File: config.mk
export PLATFORM = sky130hd
export DESIGN_NAME = alu_dispatch
export DESIGN_NICKNAME = d
export VERILOG_FILES = /design/src/rtl/alu_pkg.sv /design/src/rtl/alu_dispatch_slice.sv /design/src/rtl/alu_dispatch.sv
export SDC_FILE = /design/constraint.sdc
export NUM_CORES = 1
export LEC_CHECK = 0
export ABC_AREA = 1
export CAP_MARGIN = 40
export CORE_AREA = 4 4 115 117
export CTS_CLUSTER_SIZE = 40
export DETAILED_ROUTE_END_ITERATION = 10
export DIE_AREA = 0 0 119 121
export PLACE_DENSITY = 0.84
export SETUP_SLACK_MARGIN = 0.3
export SLEW_MARGIN = 20
export SYNTH_ARGS = -nofsm -noshare
export SYNTH_HDL_FRONTEND = slang
export SYNTH_SLANG_ARGS = --single-unit
File: constraint.sdc
create_clock -name Clk -period 1.7 [get_ports Clk]
set_input_delay 0.425 -clock Clk [delete_from_list [all_inputs] [get_ports Clk]]
set_output_delay 0.425 -clock Clk [all_outputs]
set_load 0.05 [all_outputs]
File: src/rtl/alu_pkg.sv
// Shared function-field layout and Alu mode constants for the Alu issue/collect front end.
package alu_pkg;

    localparam int FUNC_W      = 4;
    localparam int FUNC_A_OR_L = 3;
    localparam int FUNC_S_OR_U = 2;
    localparam int FUNC_OP_MSB = 1;
    localparam int FUNC_OP_LSB = 0;

    localparam logic ALU_ARITH = 1'b0;
    localparam logic ALU_LOGIC = 1'b1;

endpackage

File: src/rtl/alu_dispatch_slice.sv
// Generic valid/ready register slice; flush drops the held entry but leaves the data register alone.
module alu_dispatch_slice #(
    parameter int PAYLOAD_W = 8
) (
    input  logic                 Clk,
    input  logic                 Reset_n,
    input  logic                 i_flush,
    input  logic                 i_valid,
    output logic                 o_ready,
    input  logic [PAYLOAD_W-1:0] i_data,
    output logic                 o_valid,
    input  logic                 i_ready,
    output logic [PAYLOAD_W-1:0] o_data
);

    logic                 r_valid;
    logic [PAYLOAD_W-1:0] r_data;
    logic                 w_load;

    assign o_ready = !r_valid || i_ready;
    assign w_load  = i_valid && o_ready && !i_flush;
    assign o_valid = r_valid;
    assign o_data  = r_data;

    always_ff @(posedge Clk or negedge Reset_n) begin
        if (!Reset_n) begin
            r_valid <= 1'b0;
            r_data  <= '0;
        end else begin
            if (i_flush) begin
                r_valid <= 1'b0;
            end else if (o_ready) begin
                r_valid <= i_valid;
            end
            if (w_load) begin
                r_data <= i_data;
            end
        end
    end

endmodule

File: src/rtl/alu_dispatch.sv
// Two-stage issue/collect front end for the 32-bit Alu: S1 drives the Alu, S2 holds its answer.
// Optional activity counters (IssueCount, StallCount) are built when ALU_DISPATCH_STATS_EN is defined.
module alu_dispatch
    import alu_pkg::*;
#(
    parameter int DATA_W = 32,
    parameter int TAG_W  = 4
) (
    input  logic              Clk,
    input  logic              Reset_n,
    input  logic              Flush,
    input  logic              InValid,
    output logic              InReady,
    input  logic [FUNC_W-1:0] InFunc,
    input  logic [DATA_W-1:0] InA,
    input  logic [DATA_W-1:0] InB,
    input  logic [TAG_W-1:0]  InTag,
    output logic [DATA_W-1:0] AluA,
    output logic [DATA_W-1:0] AluB,
    output logic              AluA_or_L,
    output logic              AluS_or_U,
    output logic [1:0]        AluOpCode,
    input  logic [DATA_W-1:0] AluAnswer,
    output logic              OutValid,
    input  logic              OutReady,
    output logic [DATA_W-1:0] OutResult,
    output logic [TAG_W-1:0]  OutTag
`ifdef ALU_DISPATCH_STATS_EN
    ,
    output logic [31:0]       IssueCount,
    output logic [31:0]       StallCount
`endif
);

    localparam int S1_W = TAG_W + FUNC_W + 2 * DATA_W;
    localparam int S2_W = TAG_W + DATA_W;

    logic              r_rst_done;
    logic              w_in_valid;
    logic              w_s1_ready;
    logic              w_s1_valid;
    logic              w_s2_ready;
    logic [S1_W-1:0]   w_s1_q;
    logic [S2_W-1:0]   w_s2_q;
    logic [DATA_W-1:0] w_s1_a;
    logic [DATA_W-1:0] w_s1_b;
    logic [FUNC_W-1:0] w_s1_func;
    logic [TAG_W-1:0]  w_s1_tag;

    // Holds InReady low through reset and for the release cycle itself.
    always_ff @(posedge Clk or negedge Reset_n) begin
        if (!Reset_n) begin
            r_rst_done <= 1'b0;
        end else begin
            r_rst_done <= 1'b1;
        end
    end

    assign w_in_valid = InValid && r_rst_done;
    assign InReady    = w_s1_ready && !Flush && r_rst_done;

    alu_dispatch_slice #(
        .PAYLOAD_W(S1_W)
    ) u_s1 (
        .Clk     (Clk),
        .Reset_n (Reset_n),
        .i_flush (Flush),
        .i_valid (w_in_valid),
        .o_ready (w_s1_ready),
        .i_data  ({InTag, InFunc, InB, InA}),
        .o_valid (w_s1_valid),
        .i_ready (w_s2_ready),
        .o_data  (w_s1_q)
    );

    assign {w_s1_tag, w_s1_func, w_s1_b, w_s1_a} = w_s1_q;

    assign AluA      = w_s1_a;
    assign AluB      = w_s1_b;
    assign AluA_or_L = (w_s1_func[FUNC_A_OR_L] == ALU_LOGIC) ? ALU_LOGIC : ALU_ARITH;
    assign AluS_or_U = w_s1_func[FUNC_S_OR_U];
    assign AluOpCode = w_s1_func[FUNC_OP_MSB:FUNC_OP_LSB];

    alu_dispatch_slice #(
        .PAYLOAD_W(S2_W)
    ) u_s2 (
        .Clk     (Clk),
        .Reset_n (Reset_n),
        .i_flush (Flush),
        .i_valid (w_s1_valid),
        .o_ready (w_s2_ready),
        .i_data  ({w_s1_tag, AluAnswer}),
        .o_valid (OutValid),
        .i_ready (OutReady),
        .o_data  (w_s2_q)
    );

    assign {OutTag, OutResult} = w_s2_q;

`ifdef ALU_DISPATCH_STATS_EN
    logic [31:0] r_issue_cnt;
    logic [31:0] r_stall_cnt;

    always_ff @(posedge Clk or negedge Reset_n) begin
        if (!Reset_n) begin
            r_issue_cnt <= '0;
            r_stall_cnt <= '0;
        end else begin
            if (InValid && InReady) begin
                r_issue_cnt <= r_issue_cnt + 32'd1;
            end
            if (OutValid && !OutReady) begin
                r_stall_cnt <= r_stall_cnt + 32'd1;
            end
        end
    end

    assign IssueCount = r_issue_cnt;
    assign StallCount = r_stall_cnt;
`endif

endmodule

==> results.toml, run 1 <==
[clocking]
cts_sinks = 111
cts_buffers = 9
root_buffer = "clkbuf_16"
clkLatencyLatePin_ns = 0.34
path_clk_slew_ns = 0.07
cts_tree = "yes"
h-tree-depth = 3
clk_path_buf_depth = 2

[layout]
fin_area_mm2 = 0.00774
final_cells = 898
nets = 829
syn2layout_area_growth_pct = 60.7
fillCellCount = 1008
drive_gt1_share_pct = 32.7
fin_util_pct = 62.6

[drt]
drt-met1-wl_um = 5710
vias_per_cell = 4.63
ant_nets = 0
drt-wirelength-per-cell_um = 16.4
drt_wl_total_um = 14700
drc = 0
dr.first_iter.drc_count = 318
vias = 4155
met2_length_um = 7630
wl_met3_um = 850
top_layer = "met4"
drtPass1Iterations = 4

[logic_synthesis]
yosysUniqueCellTypes = 15
synth_top_cell_by_area = "dfrtp_1"
ys.flop_type = "dfrtp_1"
yosysMostFrequentCell = "nand2_1"
syn_area_mm2 = 0.00481
synthesis.nets = 655
seq_area_frac_synth_pct = 57.7
ys_async_sr_fraction_pct = 100
synth_edf_count = 0
avgSynthCellArea_um2 = 8.82
synth_common_cells = "255 x nand2_1, 111 x dfrtp_1, 74 x nand3_1"
synth_cells = 546
synth_warnings = 0
synth.top_cell.area_share_pct = 57.7
yosys-top-cells-area = "dfrtp_1 58%, nand2_1 20%, buf_4 10%, nand3_1 7.7%, buf_2 2.7%"
ys_ff_latch = 111

[setup_path]
cp_slowest_stage_delay_ns = 0.39
ff2ff_setup_slack_ns = 0.25
cp-start-kind = "register"
arrival_ns = 1.18
path_cells = "nand3_2, nand3_4, clkinvlp_4, buf_6"
crit_type = "register to primary output"
cp-endpoint = "InReady"
cp.buffers_inverters = 2
end_kind = "primary output"
crit_fanout = 3
cp-startpoint = "u_s1.o_valid"
slowest_stage = "dfrtp_1"
cp_top_family = "flip-flops"
critical_path.reg2reg.startpoint = "r_rst_done"
worst-path-stages = 4
reg2reg_to = "u_s1.o_data[41]"
r2r_cells = 6
required_ns = 1.27

[run_status]
status = "finished clean"

[die]
rows = 41
coreArea_mm2 = 0.0124
pin_count = 215
fp.dieW_um = 119
die_y_um = 121
initial_core_util_pct = 38.9
dieArea_mm2 = 0.0144

[sta]
timing.final.hold_violations = 0
finalSetupViolCount = 0
fmax_mhz = 625
holdWs_ns = 0.405
final.period_utilization_pct = 94.2
setup_ws_ns = 0.0992
worst_clock_skew_ns = 0.00536
final-max-slew-violation-count = 0
rsz0062_at_grt = "true"
fin_crit_ns = 1.60

[power_and_ir_drop]
power_switching_mw = 3.46
p_comb_share_pct = 36.6
leakagePower_nw = 3.90
ir_drop_uv = 506
seqPwrFrac_pct = 36.9
p_clk_share_pct = 26.4
swShare_pct = 37.7
p_per_area_mw_per_mm2 = 1190
intPower_mw = 5.71

[placed_design]
place_area_mm2 = 0.00664
gp_congestion = 0.781
dp.cells = 860
port-buffer-count = 214
place_ws_ns = -0.158
hpwl_um = 9250

[global_routing]
grt_pass1_wl_um = 20100
grt_max_degree = 64
track_usage_pct = 17.5
grt-ovfl-total = 0
antenna_found_initial = 1
grt_pass1_vias = 3886

[hold_path]
hold_class = "input pin to register"
hold_depth = 3

[run]
maxCapViolCount = 0
==> per-stage QoR <==
step	setup TNS [ns]	total power, mW
2_1_floorplan	0	5.69
3_3_place_gp	-4.07	6.56
3_5_place_dp	-6.88	6.62
4_1_cts	0	9.06
5_1_grt	0	9.57
6_report	0	9.18
==> flip-flops by register name, summed over array words and instances (netlist names) <==
signal,cells
u_s1.o_valid,1
r_rst_done,1
u_s2.o_valid,1
u_s2.o_data,36
u_s1.o_data,72
==> power groups by stage <==
stage               Combinational, mW  Sequential (mW)  Clock (mW)
finish                           3.36             3.39        2.43
global route                     3.52             3.45        2.59
CTS                              3.23             3.35        2.48
detailed placement               3.22             3.39           0
global placement                 3.18             3.38           0
floorplan                        1.70             3.98           0
==> cell type report <==
type                    count  area (µm²)  share of cell area [%]
multi-input cells         338        1700                    22.0
clock buffers              11         243                    3.14
repair buffers            256        2670                    34.5
well taps                 172         215                    2.78
diodes                      1        2.50                  0.0323
clock inverters             5         104                    1.34
inverters                   4        18.8                   0.243
flip-flops and latches    111        2780                    35.9
==> tightest hold or removal path: stages <==
cell and delay [ns]:
dlymetal6s2s_1 0.13, nand2_2 0.09, a21oi_1 0.07
==> placed cells by master, fill, tap and decap left out, types with 2 or more instances in the layout <==
cell,instances
nand2_2,34
nand2_4,6
dfrtp_1,110
buf_8,6
inv_2,2
nand2_8,2
nor2_4,2
nand2_1,215
buf_12,17
nand3_2,22
nand3_1,49
buf_6,7
buf_4,107
nand3_4,4
dlygate4sd2_1,2
bufinv_16,3
clkdlybuf4s50_1,104
clkbuf_16,19
==> timing repair <==
item,CTS,global route
resized for setup,4,100
hold buffers,1,0
pin swaps,1,30
gates cloned,0,15
hold endpoints to repair,1,0
setup buffers,2,3
setup endpoints to repair,68,62
==> how the worst min path moves through the flow <==
stage | startpoint | end
after global placement | Reset_n | u_s1.o_data[39]
final | InValid | u_s1.o_valid
after detailed placement | Reset_n | u_s1.o_data[39]
after global routing | Reset_n | u_s1.o_data[39]
after floorplan | Reset_n | r_rst_done
after CTS | Reset_n | u_s1.o_data[39]
==> metal layers <==
layer  up-vias  track usage [%]
met5         -                0
met4         0             8.40
met3        32             3.26
met2       164             30.1
met1      1962             21.2
li1       1997                -
==> kinds of logic after synthesis <==
| family | share of synthesized area (%) |
|---|---|
| AND/OR/NAND/NOR | 28.5 |
| flip-flops | 57.7 |
| buffers and inverters | 13.5 |
| AO/OA/AOI/OAI | 0.208 |
| other | 0.0779 |
(Power assumes the default switching activity.)
==> inputs of run 2 (changes only) <==
PLACE_DENSITY = default   (was 0.84)
PLACE_DENSITY_LB_ADDON = 0.08   (was default)
==> results.toml, run 2 (synthesis results as in run 1) <==
[run_status]
status = "finished clean"

[drt]
dr.first_iter.drc_count = 253
vias = 4032
drtPass1Iterations = 4
drc = 0
ant_nets = 0
drt-wirelength-per-cell_um = 15.7
vias_per_cell = 4.54
drt_wl_total_um = 13900

[hold_path]
min_from = "u_s1.o_data[18]"
hold_depth = 2
hold_class = "register to register"
whs_endpoint = "u_s1.o_data[18]"

[power_and_ir_drop]
leakagePower_nw = 3.76
fin_total_pwr_mw = 8.55
p_per_area_mw_per_mm2 = 1170
ir_drop_uv = 564

[setup_path]
ff2ff_setup_slack_ns = 0.32
r2r_cells = 7
cp-start-kind = "register"
critical_path.reg2reg.startpoint = "u_s2.o_valid"
required_ns = 1.27
crit_fanout = 2
crit_type = "register to primary output"
end_kind = "primary output"
reg2reg_to = "u_s1.o_data[21]"
arrival_ns = 1.14

[layout]
nets = 822
layout_commonest_cell = "nand2_1"
n_antenna_cell = 0
syn2layout_area_growth_pct = 51.3
drive_gt1_share_pct = 22.9
final_cells = 889
fillCellCount = 1121
final_cell_mix = "255 x nand2_1, 109 x dfrtp_1, 106 x buf_4"
largest_register_ffs = 72

[sta]
finalSetupViolCount = 0
fin_crit_ns = 1.56
worst_clock_skew_ns = 0.00327
final-max-slew-violation-count = 0
final.period_utilization_pct = 91.8
setup_tns_ns = 0
setup_ws_ns = 0.139
rsz0062_at_grt = "true"
fmax_mhz = 641
timing.final.hold_violations = 0
holdWs_ns = 0.472

[global_routing]
grt_pass1_vias = 3922
grt_pass1_wl_um = 20200
track_usage_pct = 17.4
antenna_found_initial = 0
grt-ovfl-total = 0
grt_max_degree = 46

[die]
coreArea_mm2 = 0.0124
fp.dieW_um = 119
die_y_um = 121
rows = 41
dieArea_mm2 = 0.0144
pin_count = 215
initial_core_util_pct = 38.9

[placed_design]
hpwl_um = 8970
dp.cells = 854
gp_congestion = 0.747
place_ws_ns = -0.128
port-buffer-count = 214

[run]
maxCapViolCount = 0

[clocking]
path_clk_slew_ns = 0.07
root_buffer = "clkbuf_16"
h-tree-depth = 3
clk_path_buf_depth = 2
cts_buffers = 9
cts_sinks = 111
cts_tree = "yes"
clkLatencyLatePin_ns = 0.33
## run 2: cell types whose count changed in the layout (fill, tap and decap cells not counted), moves of 2 or more
cell | previous run | this run
nand3_1 | 49 | 72
buf_6 | 7 | 4
nand2_1 | 215 | 255
buf_12 | 17 | 20
bufinv_16 | 3 | 0
buf_8 | 6 | 3
nand2_4 | 6 | 0
clkbuf_16 | 19 | 17
nand3_4 | 4 | 2
nand3_2 | 22 | 1
nand2_2 | 34 | 0
clkbuf_1 | 1 | 4
## run 2: worst max-delay path, cell delays in order, from the launching register on
cell	delay (ns)
dfrtp_2	0.43
nand3_4	0.09
nand3_4	0.07
clkinvlp_4	0.08
buf_8	0.13
## run 2: power breakdown
group	internal, mW	leakage, nW	switching (mW)
Combinational	1.11	2.24	2.18
Sequential	3.09	1.39	0.266
Clock	1.03	0.127	0.873
## run 2: cell type report
class                   count  area [µm²]  area share [%]
repair buffers            249        2570            35.2
clock buffers              14         254            3.49
flip-flops and latches    111        2780            38.2
clock inverters             1        5.00          0.0687
multi-input cells         338        1440            19.8
well taps                 172         215            2.96
inverters                   4        18.8           0.258
## run 2: worst max path at each step
| stage | start | end | slack, ns |
|---|---|---|---|
| 4_1_cts | u_s2.o_valid | InReady | 0.12 |
| 3_5_place_dp | OutReady | InReady | -0.13 |
| 6_report | u_s2.o_valid | InReady | 0.14 |
| 2_1_floorplan | u_s2.o_valid | InReady | 0.04 |
| 3_3_place_gp | OutReady | InReady | -0.10 |
| 5_1_grt | u_s2.o_valid | InReady | 0.09 |
## run 2: metal layers
layer,up-vias,GRT usage (%),wire length [µm]
met2,126,27.5,6740
met3,14,5.22,918
li1,1972,-,-
met5,-,0,0
met4,0,6.08,208
met1,1920,22.9,6050
## run 2: stage by stage
| stage | cell area [µm²] | utilization [%] |
|---|---|---|
| floorplan | 4850 | - |
| global placement | 6620 | 53.6 |
| detailed placement | 6620 | 53.6 |
| CTS | 6930 | 56.0 |
| global route | 7280 | 58.9 |
| finish | 7280 | 58.9 |
## run 2: repair_timing
item / CTS / global route
endpoints found under the hold margin: 14 / 0
setup buffers: 3 / 2
gates resized for setup: 8 / 12
hold buffers: 1 / 0
endpoints found under the setup margin: 73 / 74
pin swaps: 1 / 1
gates cloned: 0 / 14
